===== config.mk =====
export PLATFORM = sky130hd
export DESIGN_NAME = rx_phyretrain
export DESIGN_NICKNAME = d
export VERILOG_FILES = /design/src/rtl/rx_phyretrain.sv
export SDC_FILE = /design/constraint.sdc
export NUM_CORES = 1
export LEC_CHECK = 0
export ABC_AREA = 0
export BUFFER_PORTS_ARGS = -buffer_cell sky130_fd_sc_hd__buf_2
export CAP_MARGIN = 20
export CORE_UTILIZATION = 43
export DETAILED_ROUTE_END_ITERATION = 8
export GPL_TIMING_DRIVEN = 0
export SYNTH_ARGS = -nofsm -noshare
export SYNTH_HDL_FRONTEND = slang
export SYNTH_SLANG_ARGS = --single-unit

===== constraint.sdc =====
create_clock -name i_clk -period 2.3 [get_ports i_clk]
set_input_delay 0.46 -clock i_clk [delete_from_list [all_inputs] [get_ports i_clk]]
set_output_delay 0.46 -clock i_clk [all_outputs]
set_load 0.03 [all_outputs]

===== src/rtl/rx_phyretrain.sv =====
// Receive-side PHYRETRAIN handshake: waits for the partner's START_REQ, resolves the
// retrain encoding against the local one, answers with START_RESP and reports completion.
module rx_phyretrain #(
  parameter int SB_MSG_WIDTH   = 4,
  parameter int TIMEOUT_CYCLES = 800000
) (
  input  logic                    i_clk,
  input  logic                    i_rst_n,
  input  logic                    i_phyretrain_en,
  input  logic [SB_MSG_WIDTH-1:0] i_decoded_SB_msg,
  input  logic                    i_rx_msg_valid,
  input  logic [2:0]              i_remote_msg_info,
  input  logic [2:0]              i_local_msg_info,
  input  logic                    i_falling_edge_busy,
  output logic [SB_MSG_WIDTH-1:0] o_encoded_SB_msg_rx,
  output logic                    o_valid_rx,
  output logic [2:0]              o_resolved_state,
  output logic                    o_encoding_error,
  output logic                    o_phyretrain_end_rx,
  output logic                    o_timeout
);

  localparam int CW = $clog2(TIMEOUT_CYCLES + 1);
  localparam logic [CW-1:0] CNT_LAST = CW'(TIMEOUT_CYCLES - 1);
  localparam logic [CW-1:0] CNT_MAX  = CW'(TIMEOUT_CYCLES);
  localparam logic [SB_MSG_WIDTH-1:0] MSG_START_REQ  = SB_MSG_WIDTH'(1);
  localparam logic [SB_MSG_WIDTH-1:0] MSG_START_RESP = SB_MSG_WIDTH'(2);

  typedef enum logic [2:0] {
    IDLE,
    WAIT_REQ,
    SEND_RESP,
    DONE,
    TIMEOUT
  } state_t;

  state_t        r_state;
  logic [CW-1:0] r_cnt;

  logic       w_start_req;
  logic       w_expired;
  logic       w_capture;
  logic       w_remote_ok;
  logic [2:0] w_local;
  logic [2:0] w_remote;
  logic [2:0] w_merged;
  logic [2:0] w_resolved;

  assign w_start_req = i_rx_msg_valid && (i_decoded_SB_msg == MSG_START_REQ);
  assign w_expired   = (r_cnt == CNT_LAST);
  // Enable low always wins over a simultaneous request, so nothing is captured then.
  assign w_capture   = i_phyretrain_en && w_start_req &&
                       ((r_state == IDLE) || (r_state == WAIT_REQ));

  // Malformed encodings degrade to TXSELFCAL, the weakest retrain reason.
  always_comb begin
    w_remote_ok = $onehot(i_remote_msg_info);
    w_remote    = w_remote_ok ? i_remote_msg_info : 3'b001;
    w_local     = $onehot(i_local_msg_info) ? i_local_msg_info : 3'b001;
    w_merged    = w_local | w_remote;
    w_resolved  = 3'b001;
    if (w_merged[2])      w_resolved = 3'b100;
    else if (w_merged[1]) w_resolved = 3'b010;
  end

  // NOTE: sequential state uses non-blocking assignments only; where two assignments to
  // the same register fall in one pass (capture after the case), the later one wins.
  always_ff @(posedge i_clk or negedge i_rst_n) begin
    if (!i_rst_n) begin
      r_state             <= IDLE;
      r_cnt               <= '0;
      o_encoded_SB_msg_rx <= '0;
      o_valid_rx          <= 1'b0;
      o_resolved_state    <= 3'b000;
      o_encoding_error    <= 1'b0;
      o_phyretrain_end_rx <= 1'b0;
      o_timeout           <= 1'b0;
    end else begin
      o_encoding_error <= 1'b0;
      if (!i_phyretrain_en) begin
        r_state             <= IDLE;
        r_cnt               <= '0;
        o_encoded_SB_msg_rx <= '0;
        o_valid_rx          <= 1'b0;
        o_resolved_state    <= 3'b000;
        o_phyretrain_end_rx <= 1'b0;
        o_timeout           <= 1'b0;
      end else begin
        case (r_state)
          IDLE: begin
            r_cnt   <= '0;
            r_state <= w_start_req ? SEND_RESP : WAIT_REQ;
          end
          WAIT_REQ: begin
            if (r_cnt != CNT_MAX) r_cnt <= r_cnt + 1'b1;
            if (w_start_req) begin
              r_state <= SEND_RESP;
            end else if (w_expired) begin
              r_state    <= TIMEOUT;
              o_timeout  <= 1'b1;
              o_valid_rx <= 1'b0;
            end
          end
          SEND_RESP: begin
            if (r_cnt != CNT_MAX) r_cnt <= r_cnt + 1'b1;
            if (i_falling_edge_busy && o_valid_rx) begin
              r_state             <= DONE;
              o_valid_rx          <= 1'b0;
              o_phyretrain_end_rx <= 1'b1;
            end else if (w_expired) begin
              r_state    <= TIMEOUT;
              o_timeout  <= 1'b1;
              o_valid_rx <= 1'b0;
            end
          end
          DONE, TIMEOUT: ;
          default: r_state <= IDLE;
        endcase

        if (w_capture) begin
          o_resolved_state    <= w_resolved;
          o_encoded_SB_msg_rx <= MSG_START_RESP;
          o_valid_rx          <= 1'b1;
          o_encoding_error    <= !w_remote_ok;
        end
      end
    end
  end

endmodule


**After elaboration in Yosys (flattened, before gate mapping)**

Cells that the tools add are included.
Widths: inputs -> output; s select.

- Multiplexer cells: 33
- Shifts and indexed selects: 0
- Eq/ne operators: 20
- Div/mod/pow operators: 0
- Multipliers: 0
- Reductions and logical operators: 13
- Bitwise gates (word level): 1
- Add/subtract/negate cells: 5
- Order comparisons: 0

Operators with widths:

| operator | number |
|---|---|
| $mux 20 | 2 |
| $pmux 20 s2 | 1 |
| $mux 3 | 9 |
| $add 20x1->20 const B | 1 |
| $eq 20x20->1 const B | 1 |
| $ne 20x20->1 const B | 1 |
| $mux 1 | 14 |
| $pmux 3 s4 | 1 |
| $mux 4 | 2 |
| $eq 3x2->1 const B | 2 |
| $ne 2x1->1 const B | 3 |
| $ne 3x2->1 const B | 2 |
| $ne 3x3->1 const B | 2 |
| $reduce_and 2->1 | 3 |
| $add 1x1->2 | 2 |
| $add 2x1->2 | 2 |
| $eq 2x1->1 const B | 2 |
| $eq 4x1->1 const B | 1 |
| $logic_and 1x1->1 | 4 |
| $mux 2 | 2 |
| $ne 4x1->1 const B | 1 |
| $ne 4x4->1 const B | 1 |
| $pmux 1 s2 | 2 |
| $reduce_or 2->1 | 2 |
| 9 further kinds | 9 |

- RAM bits: 0
- Word-level logic and storage cells: 80
- Latch bits: 0
- Output and inout port bits: 11
- Flip-flop bits (word level): 34
- Memories kept: 0
- Bits in read-only memories: 0

**Longest topological paths before layout**

- Depth after elaboration: 9
- Gate-level depth with buffers: 7

**Least setup slack after synthesis**

No wires, ideal clock.

- Path type: reg-to-reg
- Start: register r_cnt[15]
- End: register o_valid_rx
- Slack: 0.211 ns
- Cell stages (with the launch flop): 5
- Period minus slack after synthesis: 2.089 ns
- Path buffers: 0
- Setup time: 0.122 ns
- Arrival time: 1.968 ns
- Cell sequence: dfrtp_1 > or4bb_1 > or4_1 > or3_1 > a32o_1

- Longest elaborated chain between the ends: 6
- Elaborated cells between the ends (all ways): 7
- Classes of those cells: eq/ne (1); mux (6)

RTL lines:

| element | line | source |
|---|---|---|
| start, declared | 38 | `logic [CW-1:0] r_cnt;` |
| start signal, assigned | 95 | `if (r_cnt != CNT_MAX) r_cnt <= r_cnt + 1'b1;` |
| start signal, assigned | 105 | `if (r_cnt != CNT_MAX) r_cnt <= r_cnt + 1'b1;` |
| $eq 20x20->1 (*) | 50 | `assign w_expired = (r_cnt == CNT_LAST);` |
| $mux 1 (*) | -- |  |
| $mux 1 (on tied branches) | -- |  |
| $pmux 1 s2 (*) | -- |  |
| $mux 1 (*) (2 in a row) | -- |  |
| end signal, assigned | 73 | `o_valid_rx <= 1'b0;` |
| end signal, assigned | 84 | `o_valid_rx <= 1'b0;` |
| end signal, assigned | 101 | `o_valid_rx <= 1'b0;` |
| end, declared | 16 | `output logic o_valid_rx,` |

Every way passes the cells marked *; elsewhere a longest branch is shown, timed or not. The select of a mux whose other input is x is not followed.
A chain may end at the register's enable or synchronous reset.

**Worst setup path in the final report**

Same ends and word-level chain as after synthesis.

==> results.txt <==
Antenna violation net count after detailed routing - 0
Initial antenna violation count - 0
Chip height - 67.3 um
# diodes - 0
Signed area change from the synthesized netlist to the final layout - 17.7%
Share of synthesized area occupied by flip-flops and latches - 42.3%
Final-report max-slew violation count - 0
Distinct cell type count of the synthesized netlist - 50
Setup repair after global routing missed its margin - no
Max transition margin - 43.6%
TNS Setup - 0 ns
Clk network pwr share - 45.9%
Cell with the largest stage delay on the worst path - sky130_fd_sc_hd__or4bb_1
Startpoint type of the worst setup path - register
Combinational cell fraction of total power - 8.4%
Run status - completed
Placeable core region - 0.00406 mm2
Clock tree from TritonCTS - yes
Switching power of the nets - 0.000288 W
Critical-path cell list - or4bb_1, or4_4, or3_1, a32o_1
Routed wire per std cell - 15.2 um
Maximum clock insertion buffer count - 2
Root buffer selected by CTS - sky130_fd_sc_hd__clkbuf_8
Type of the setup path with the least slack - reg2reg
Tmin final - 2.24 ns
Worst-case clock skew - 0.0101 ns
Global route overflow - 0
Design Power - 0.00123 W
Post-synthesis sequential element count - 31
Combined area of all synthesized cells - 0.00184 mm2
Initial Util - 45.2%
Half-perimeter wire length after placement - 3150 um
Cell-internal power - 0.000939 W
Total length of routed wires - 4310 um
IO Port Bufs - 22
Prevailing post-synth register cell - sky130_fd_sc_hd__dfrtp_1
Stage delay of the slowest cell on the critical path - 0.53 ns
Sinks on Clock Net - 31
CTS clk-pin slew, worst paths - 0.07 ns
Placer's final routability congestion estimate - 0.858
Number of DRC markers in iteration 0 - 79
Number of violations of the max-capacitance limit - 0
Die outline area - 0.00453 mm2
DRC violation count after routing - 0
Power share of the sequential group - 45.7%
Global Route Usage Sum - 21.7%
H-tree lvl count - 2
Data required time at the worst endpoint - 2.49 ns
Number of instances in the synthesized netlist - 200
Endpoint type of the worst setup path - register
Clock network latency to the later pin of the worst-skew pair - 0.29 ns
Post-Syn Area per Cell - 9.18 um2
Fraction of final layout cells with drive strength greater than 1 - 18.9%
Power per standard cell area - 567 mW/mm2
Final setup vio count - 0
Worst flop-to-flop path startpoint - r_cnt[15]
Critical path launch point - r_cnt[15]
Asr flop ratio synth - 100%
Data arrival time of the critical path - 2.42 ns
Via count of the first global-routing pass - 1549
Number of hold violations in the final report - 0
Total of warnings raised by yosys - 0
IO Count - 26
Max VDD drop - 0.270 mV
Switching Share - 23.4%
First-pass GRT wire length - 7190 um
Number of enable flip-flop cells after synthesis - 0
Pin slew with the least headroom to its limit - 0.846 ns
HP Class - in2async
Maximum clock frequency - 447 MHz
Count of standard-cell rows - 23
Clock buffer count from CTS - 5
Vias - 1635
Pre-Repair DR Iteration Count - 4
Critical path peak fanout - 5
Quantity of hold-fixing buffers added after cts - 0
Final period utilization - 97.2%
Largest net degree at the start of global routing - 32
Detail-routed via count per cell - 5.78
Leakage - 0.964 nW
Die extent in x - 67.3 um
Final layout net count - 251
power groups by stage:
stage | clock (W) | sequential (W) | combinational [W]
after floorplan | 0 | 0.000572 | 0.0000594
after global placement | 0 | 0.000570 | 0.0000994
after detailed placement | 0 | 0.000571 | 0.000103
after CTS | 0.000570 | 0.000560 | 0.000103
after global routing | 0.000599 | 0.000561 | 0.000116
final | 0.000563 | 0.000560 | 0.000103
sequential cells by signal, indices dropped and copies added, names as in the netlist:
| signal | count |
|---|---|
| o_valid_rx | 1 |
| o_resolved_state | 3 |
| o_encoding_error | 1 |
| r_cnt | 20 |
| o_phyretrain_end_rx | 1 |
| o_timeout | 1 |
| o_encoded_SB_msg_rx | 1 |
| r_state | 3 |
worst paths after layout:
check | to | slack, ns | depth (start not counted)
max reg2reg | o_valid_rx | 0.06 | 4
min in group i_clk | o_phyretrain_end_rx | 0.48 | 1
min | o_resolved_state[0] | 0.20 | 1
max | o_valid_rx | 0.06 | 4
max in group asynchronous | r_cnt[11] | 1.60 | 1
min reg2reg | o_phyretrain_end_rx | 0.48 | 1
cells in the mapped netlist, drive strengths merged (2+ instances only):
cell    count  share of area, %
nand3      10               2.7
o31ai       7               3.6
a21oi       6               1.6
xnor2       3               1.4
o21ai      15               4.1
nor2       13               2.7
nor2b       3               1.0
inv        10               2.0
or4         2              0.82
and3        5               1.8
or3         3               1.1
nor3        5               1.4
clkbuf      2              0.41
and4        3               1.4
nor4bb      2               1.1
o21a        2              0.82
xor2        3               1.4
o311ai      3               1.4
buf         4               1.6
dfrtp      31                42
nand4       7               2.4
a31oi       3               1.0
nand2b      5               1.7
nor4        2              0.68
o211ai      3               1.2
or2         2              0.68
and2        4               1.4
nand2      20               4.1
a21o        2              0.82
ha          2               1.4
a32o        2               1.1
fa          2               2.2
per-layer routing:
metal / wire [um] / part of all wire (%) / up-vias / track usage [%]
met4: 36 / 0.84 / 0 / 9.04
met2: 2150 / 50 / 33 / 36.5
met5: 0 / 0 / - / 0
li1: - / - / 799 / -
met1: 1960 / 46 / 799 / 26.0
met3: 155 / 3.6 / 4 / 5.74
worst max-delay path, delay by kind of cell (launching register included):
kind            cells  cell delay [ns]
compound gates      1             0.27
flops               1             0.43
simple gates        3             1.43
kinds of logic after synthesis:
| logic type | share of synthesized area (%) |
|---|---|
| AND/OR/NAND/NOR | 27.4 |
| AO/OA/AOI/OAI | 19.0 |
| flip-flops | 42.3 |
| buffers and inverters | 4.77 |
| XOR/XNOR | 2.86 |
| adder cells (fa/ha/maj) | 3.54 |
| other | 0.204 |
placed cells by master, fill, tap and decap left out, types with 6 or more instances in the layout:
master and instances:
sky130_fd_sc_hd__o21ai_0 15, sky130_fd_sc_hd__clkbuf_8 6, sky130_fd_sc_hd__inv_1 10, sky130_fd_sc_hd__nand3_1 10, sky130_fd_sc_hd__nand2_1 20, sky130_fd_sc_hd__nor2_1 13, sky130_fd_sc_hd__a21oi_1 6, sky130_fd_sc_hd__nand4_1 7
sky130_fd_sc_hd__buf_2 22, sky130_fd_sc_hd__dfrtp_1 30, sky130_fd_sc_hd__o31ai_1 6
final cells by class:
class / count / area [um2]
Timing Repair Buffer: 23 / 118
Tap cell: 50 / 62.6
Clock inverter: 2 / 35.0
Multi-Input combinational cell: 154 / 998
Inverter: 10 / 37.5
Clock buffer: 6 / 82.6
Fill cell: 387 / 1900
Sequential cell: 31 / 777
Buffer: 7 / 50.0
stage by stage:
step / cell area, um2 / util [%] / setup slack, ns / std cells / hold WS (ns)
floorplan: 1840 / - / 0.211 / 202 / 0.164
global placement: 2020 / 49.7 / 0.0495 / 274 / 0.468
detailed placement: 2020 / 49.7 / 0.0474 / 274 / 0.475
CTS: 2130 / 52.6 / 0.0196 / 282 / 0.236
global route: 2160 / 53.3 / 0.0143 / 283 / 0.255
finish: 2160 / 53.3 / 0.0637 / 283 / 0.204
repair_timing:
item,4_1_cts,5_1_grt
endpoints found under the setup margin,0,8
resized for setup,0,5
setup buffers,0,1
Power figures use the tool's default switching activity.
